**config.mk**
```make
export PLATFORM = sky130hd
export DESIGN_NAME = imem_port_arbiter
export DESIGN_NICKNAME = d
export VERILOG_FILES = /design/src/rtl/imem_port_arbiter.sv
export SDC_FILE = /design/constraint.sdc
export NUM_CORES = 1
export LEC_CHECK = 0
export ABC_AREA = 0
export CORE_MARGIN = 10
export CORE_UTILIZATION = 38
export CTS_BUF_LIST = sky130_fd_sc_hd__clkbuf_16
export CTS_CLUSTER_SIZE = 25
export DETAILED_ROUTE_END_ITERATION = 7
export GPL_TIMING_DRIVEN = 0
export PLACE_DENSITY = 0.7
export SETUP_SLACK_MARGIN = 0.15
export SYNTH_ARGS = -nofsm -noshare
export SYNTH_HDL_FRONTEND = slang
export SYNTH_SLANG_ARGS = --single-unit
```
**constraint.sdc**
```tcl
create_clock -name clk -period 4.45 [get_ports clk]
set_clock_uncertainty 0.2 [all_clocks]
set_input_delay 0.89 -clock clk [delete_from_list [all_inputs] [get_ports clk]]
set_output_delay 0.89 -clock clk [all_outputs]
set_load 0.01 [all_outputs]
```
**src/rtl/imem_port_arbiter.sv**
```systemverilog
// Purpose: shares one combinational-read imem between CPU fetch and a windowed scan engine.
// Latency: fetch data 1 cycle after grant; each scan beat 1 cycle after its slot; s_done 1 cycle after DONE.
// Backpressure: fetch has priority; a scan stalled STARVE_MAX cycles in a row steals exactly one cycle.
//
// Ports:
//   clk, reset      rising-edge clock, asynchronous active-low reset
//   f_req/f_addr    fetch request (level) and word address; f_gnt is the same-cycle grant
//   f_valid/f_q     registered fetch data for the previous cycle's granted fetch
//   s_start/s_base/s_len   scan launch (accepted only in IDLE), first address, word count 0..2^ADDR_W
//   s_busy/s_valid/s_addr/s_q/s_done   scan status and registered beat stream
//   imem_addr/imem_q       address to, and combinational data from, the shared imem
//   s_sum           (only with SCAN_CHECKSUM_EN defined) rotate-xor checksum of the scanned words
module imem_port_arbiter #(
    parameter int ADDR_W     = 6,
    parameter int DATA_W     = 32,
    parameter int STARVE_MAX = 4
) (
    input  logic              clk,
    input  logic              reset,
    input  logic              f_req,
    input  logic [ADDR_W-1:0] f_addr,
    output logic              f_gnt,
    output logic              f_valid,
    output logic [DATA_W-1:0] f_q,
    input  logic              s_start,
    input  logic [ADDR_W-1:0] s_base,
    input  logic [ADDR_W:0]   s_len,
    output logic              s_busy,
    output logic              s_valid,
    output logic [ADDR_W-1:0] s_addr,
    output logic [DATA_W-1:0] s_q,
    output logic              s_done,
`ifdef SCAN_CHECKSUM_EN
    output logic [DATA_W-1:0] s_sum,
`endif
    output logic [ADDR_W-1:0] imem_addr,
    input  logic [DATA_W-1:0] imem_q
);

    localparam int STARVE_W = $clog2(STARVE_MAX + 1);

    typedef enum logic [1:0] {
        ST_IDLE,
        ST_SCAN,
        ST_DONE
    } state_t;

    state_t              state;
    logic [ADDR_W-1:0]   ptr;
    logic [ADDR_W:0]     rem;
    logic [STARVE_W-1:0] starve;
    logic                scan_slot;
    logic                start_ok;

    // The scan gets the port when fetch is idle, or when it has waited long enough.
    assign scan_slot = (state == ST_SCAN) &&
                       (!f_req || (starve == STARVE_W'(STARVE_MAX)));
    assign f_gnt     = f_req && !scan_slot;
    assign imem_addr = scan_slot ? ptr : f_addr;
    // Starts are only honoured from IDLE; SCAN and DONE both drop them.
    assign start_ok  = (state == ST_IDLE) && s_start;

    always_ff @(posedge clk or negedge reset) begin
        if (!reset) begin
            state   <= ST_IDLE;
            ptr     <= '0;
            rem     <= '0;
            starve  <= '0;
            f_valid <= 1'b0;
            f_q     <= '0;
            s_busy  <= 1'b0;
            s_valid <= 1'b0;
            s_addr  <= '0;
            s_q     <= '0;
            s_done  <= 1'b0;
`ifdef SCAN_CHECKSUM_EN
            s_sum   <= '0;
`endif
        end else begin
            f_valid <= f_gnt;
            if (f_gnt) begin
                f_q <= imem_q;
            end

            s_valid <= scan_slot;
            if (scan_slot) begin
                s_addr <= ptr;
                s_q    <= imem_q;
                ptr    <= ptr + ADDR_W'(1);
                rem    <= rem - (ADDR_W+1)'(1);
            end

            // Outside SCAN scan_slot is 0 and the counter is forced to zero.
            if ((state == ST_SCAN) && !scan_slot && f_req) begin
                starve <= starve + STARVE_W'(1);
            end else begin
                starve <= '0;
            end

            // DONE lasts one cycle; the pulse lands in the cycle after it.
            s_done <= (state == ST_DONE);

`ifdef SCAN_CHECKSUM_EN
            if (start_ok) begin
                s_sum <= '0;
            end else if (scan_slot) begin
                s_sum <= {s_sum[DATA_W-2:0], s_sum[DATA_W-1]} ^ imem_q;
            end
`endif

            case (state)
                ST_IDLE: begin
                    if (start_ok) begin
                        if (s_len != '0) begin
                            state  <= ST_SCAN;
                            ptr    <= s_base;
                            rem    <= s_len;
                            s_busy <= 1'b1;
                        end else begin
                            state  <= ST_DONE;
                        end
                    end
                end
                ST_SCAN: begin
                    if (scan_slot && (rem == (ADDR_W+1)'(1))) begin
                        state  <= ST_DONE;
                        s_busy <= 1'b0;
                    end
                end
                ST_DONE: begin
                    state <= ST_IDLE;
                end
                default: begin
                    state  <= ST_IDLE;
                    s_busy <= 1'b0;
                end
            endcase
        end
    end

endmodule

```
==> flow_metrics.env <==
export IMPL_synth_mux_area_frac=0.102
export IMPL_yosys_warnings=0
export IMPL_post_synth_xor_area_fraction=0.0182
export IMPL_tritoncts="built"
export IMPL_cp_start_kind="input port"
export IMPL_final_standard_cell_utilization_of_the_core=0.578
export IMPL_flow_area_growth_from_synthesis_pct=47.7
export IMPL_final_critical_path_required_period_ns=4.17
export IMPL_synth_top_flop_cell="dfrtp_1"
export IMPL_power_frac_seq=0.384
export IMPL_placement_setup_worst_slack_ns=0.262
export IMPL_dpl_instance_area_mm2=0.00538
export IMPL_critical_path_n_buffers_inverters=4
export IMPL_die_h_um=121
export IMPL_layout_worst_path_cycle_share=0.937
export IMPL_number_of_antenna_violations_at_the_first_check_in_global_routing=0
export IMPL_min_path_type="flop to flop"
export IMPL_rsz0062_at_grt="no"
export IMPL_place_detailed_hpwl_mm=8.20
export IMPL_cts_repair_resized=0
export IMPL_globalRoute_totalOverflow=0
export IMPL_routedWlPerCell_um=16.8
export IMPL_post_route_cell_area_mm2=0.00567
export IMPL_sw_frac_of_total=0.332
export IMPL_synth_ff_latch_count=92
export IMPL_placed_cells=624
export IMPL_power_density_mw_per_mm2=635
export IMPL_slew_viol_final=0
export IMPL_num_io_pins=136
export IMPL_complex_gate_fraction_of_the_synthesized_area=0.0446
export IMPL_worst_ep_arrival_time_ns=3.08
export IMPL_slowest_delay_ns=0.56
export IMPL_synth_edf_count=0
export IMPL_leakagePower_nw=2.56
export IMPL_fin_tns_setup_ns=0
export IMPL_finalNetCount=562
export IMPL_timing_final_setup_violations=0
export IMPL_crit_type="input port to primary output"
export IMPL_power_switching_w=0.00119
export IMPL_cp_data_required_time_ns=3.36
export IMPL_syn_mean_instance_area_um2=10.8
export IMPL_via_count=3025
export IMPL_floorplan_rows=36
export IMPL_synth_sequential_area_ratio=0.599
export IMPL_synth_top_family_by_area="simple AND/OR/NAND/NOR gates"
export IMPL_first_global_vias=3334
export IMPL_port_buffers=135
export IMPL_hold_buffers=0
export IMPL_worst_slack_ns=0.282
export IMPL_worst_max_slew_pin_slew_ns=0.574
export IMPL_worst_setup_path_end_kind="primary output"
export IMPL_antenna_violating_nets_post_route=0
export IMPL_core_area_mm2=0.00982
export IMPL_clk_root_buffer_cell="clkbuf_16"
export IMPL_max_slew_margin=0.614
export IMPL_critical_path_max_fanout=10
export IMPL_number_of_buffers_inserted_during_clock_tree_synthesis=9
export IMPL_synthAdderAreaFrac=0.0163
export IMPL_cts_sinks=92
export IMPL_dr_pass1_iters=5
export IMPL_grtUsageTotal=0.147
export IMPL_synth_area_mm2=0.00384
export IMPL_worstPathCellList="clkdlybuf4s50_1 -> a21bo_2 -> nand2_2 -> buf_2 -> buf_2 -> nand2_1 -> nand2_1 -> clkdlybuf4s50_1"
export IMPL_layout_drive_gt1_share=0.0929
export IMPL_cts_reportedPaths_clkPinSlew_ns=0.06
export IMPL_vdd_drop_max_mv=0.245
export IMPL_post_cts_buffers=0
export IMPL_power_report_internal_total_w=0.00241
export IMPL_dominant_delay_contributor_by_cell_family_on_the_critical_path="buffers and inverters"
export IMPL_drc=0
export IMPL_floorplan_initialDensity=0.391
export IMPL_antennaDiodeCount=0
export IMPL_fmaxAchievable_mhz=240
export IMPL_wire_length_of_the_first_global_routing_pass_mm=17.4
export IMPL_n_fill_cell=885
export IMPL_synth_cell_type_count=38
export IMPL_maxCapViolations=0
export IMPL_dr_first_iter_drc_count=105
export IMPL_final_hold_viol_count=0
export IMPL_power_combinational_fraction=0.409
export IMPL_finish_cell_count_without_fillers=639
export IMPL_clockBufferDepth=2
export IMPL_status="finished clean"
export IMPL_pin_count_of_the_biggest_net_entering_global_routing=56
export IMPL_gp_congestion=0.786
export IMPL_htree_levels=3
export IMPL_clock_power_frac=0.207
export IMPL_cpMaxStageDelayCell="clkdlybuf4s50_1"
export IMPL_syn_nets=415
export IMPL_synthesis_instances=355
export IMPL_asyncSetResetFlopFracSynth=1.00
export IMPL_drt_vias_per_instance=4.73
export IMPL_clock_network_latency_to_the_later_pin_of_the_worst_skew_pair_ns=0.33
export IMPL_die_width_um=121
export IMPL_synth_simple_gate_area_frac=0.192
export IMPL_die_footprint_mm2=0.0145
export IMPL_total_wirelength_of_the_detailed_routed_design_mm=10.7
## placed cells by master (no fill, tap or decap), drive strengths merged, types with 2 or more instances in the layout
cell and n:
o21ai 13, xnor2 8, mux2i 2, nor2 3
clkinvlp 3, ha 5, nand2b 2, dfrtp 92
nand2 144, and3 3, buf 16, nand3b 2
a31o 2, clkbuf 9, clkdlybuf4s50 134, a21boi 2
a22o 2, inv 8, nor2b 2, mux2 33
nor3 6
## registers in the layout (all words and copies together) (netlist names)
register  cells
starve        3
s_busy        1
s_valid       1
f_valid       1
ptr           6
f_q          32
s_q          32
state         2
s_addr        6
s_done        1
rem           7
## power groups by stage
stage / Sequential [W] / Clock, W / Combinational (W)
2_1_floorplan: 0.00150 / 0 / 0.000528
3_3_place_gp: 0.00138 / 0 / 0.00146
3_5_place_dp: 0.00140 / 0 / 0.00150
4_1_cts: 0.00139 / 0.000767 / 0.00151
5_1_grt: 0.00144 / 0.000796 / 0.00161
6_report: 0.00138 / 0.000746 / 0.00147
## synthesized netlist by cell type, drive strengths merged, types with 2 or more instances
master  instances  share of area
nand2         144           0.14
dfrtp          92           0.60
mux2           33          0.097
buf            14          0.021
o21ai          13          0.017
xnor2           8          0.018
inv             7         0.0068
nor3            6         0.0091
ha              5          0.016
and3            3         0.0049
nor2            3         0.0029
a21boi          2         0.0059
a22o            2         0.0046
a31o            2         0.0046
mux2i           2         0.0052
nand2b          2         0.0033
nand3b          2         0.0039
nor2b           2         0.0039
## layout make-up
| cell class | instances | area (µm²) | share of cell area |
|---|---|---|---|
| Timing Repair Buffer | 136 | 1380 | 0.243 |
| Tap cell | 133 | 166 | 0.0293 |
| Multi-Input combinational cell | 242 | 1430 | 0.252 |
| Sequential cell | 92 | 2300 | 0.406 |
| Buffer | 14 | 80.1 | 0.0141 |
| Clock buffer | 9 | 225 | 0.0397 |
| Inverter | 7 | 26.3 | 0.00463 |
| Clock inverter | 6 | 65.1 | 0.0115 |
## per-layer routing
layer / global-route usage / vias up / part of all wire
met2: 0.247 / 93 / 0.48
met4: 0.0422 / 0 / 0.0084
met1: 0.179 / 1473 / 0.44
met5: 0 / - / 0
li1: - / 1450 / -
met3: 0.0419 / 9 / 0.068
## path summary, 6_finish.rpt
kind,startpoint,end,slack (ns),depth (start not counted)
hold / removal,s_q[31],s_q[31],0.27,2
hold reg to reg,s_q[31],s_q[31],0.27,2
min in group asynchronous,reset,s_q[4],0.32,1
setup / recovery,f_req,imem_addr[1],0.28,8
setup reg to reg,starve[0],f_q[12],2.42,7
max in group asynchronous,reset,ptr[1],3.08,2
## per-stage QoR
stage          power (W)  hold WS (ns)
6_report         0.00360         0.274
3_5_place_dp     0.00290         0.262
2_1_floorplan    0.00203         0.240
3_3_place_gp     0.00285         0.259
5_1_grt          0.00385         0.299
4_1_cts          0.00366         0.278
## worst register-to-register path, stage by stage, from the launching register on
cell	delay, ns
dfrtp_1	0.40
inv_1	0.07
ha_1	0.19
a21bo_2	0.18
nand2_2	0.08
nand2_2	0.19
buf_4	0.24
mux2_1	0.35
## kinds of logic (layout without fill, tap and decap cells)
group / Yosys count / in the layout
compound gates: 25 / 25
xor+xnor: 8 / 8
fa+ha+maj: 5 / 5
buf+inv: 21 / 172
flops: 92 / 92
mux: 35 / 35
simple gates: 169 / 169
Note: power is estimated with default switching activity, not from simulation.
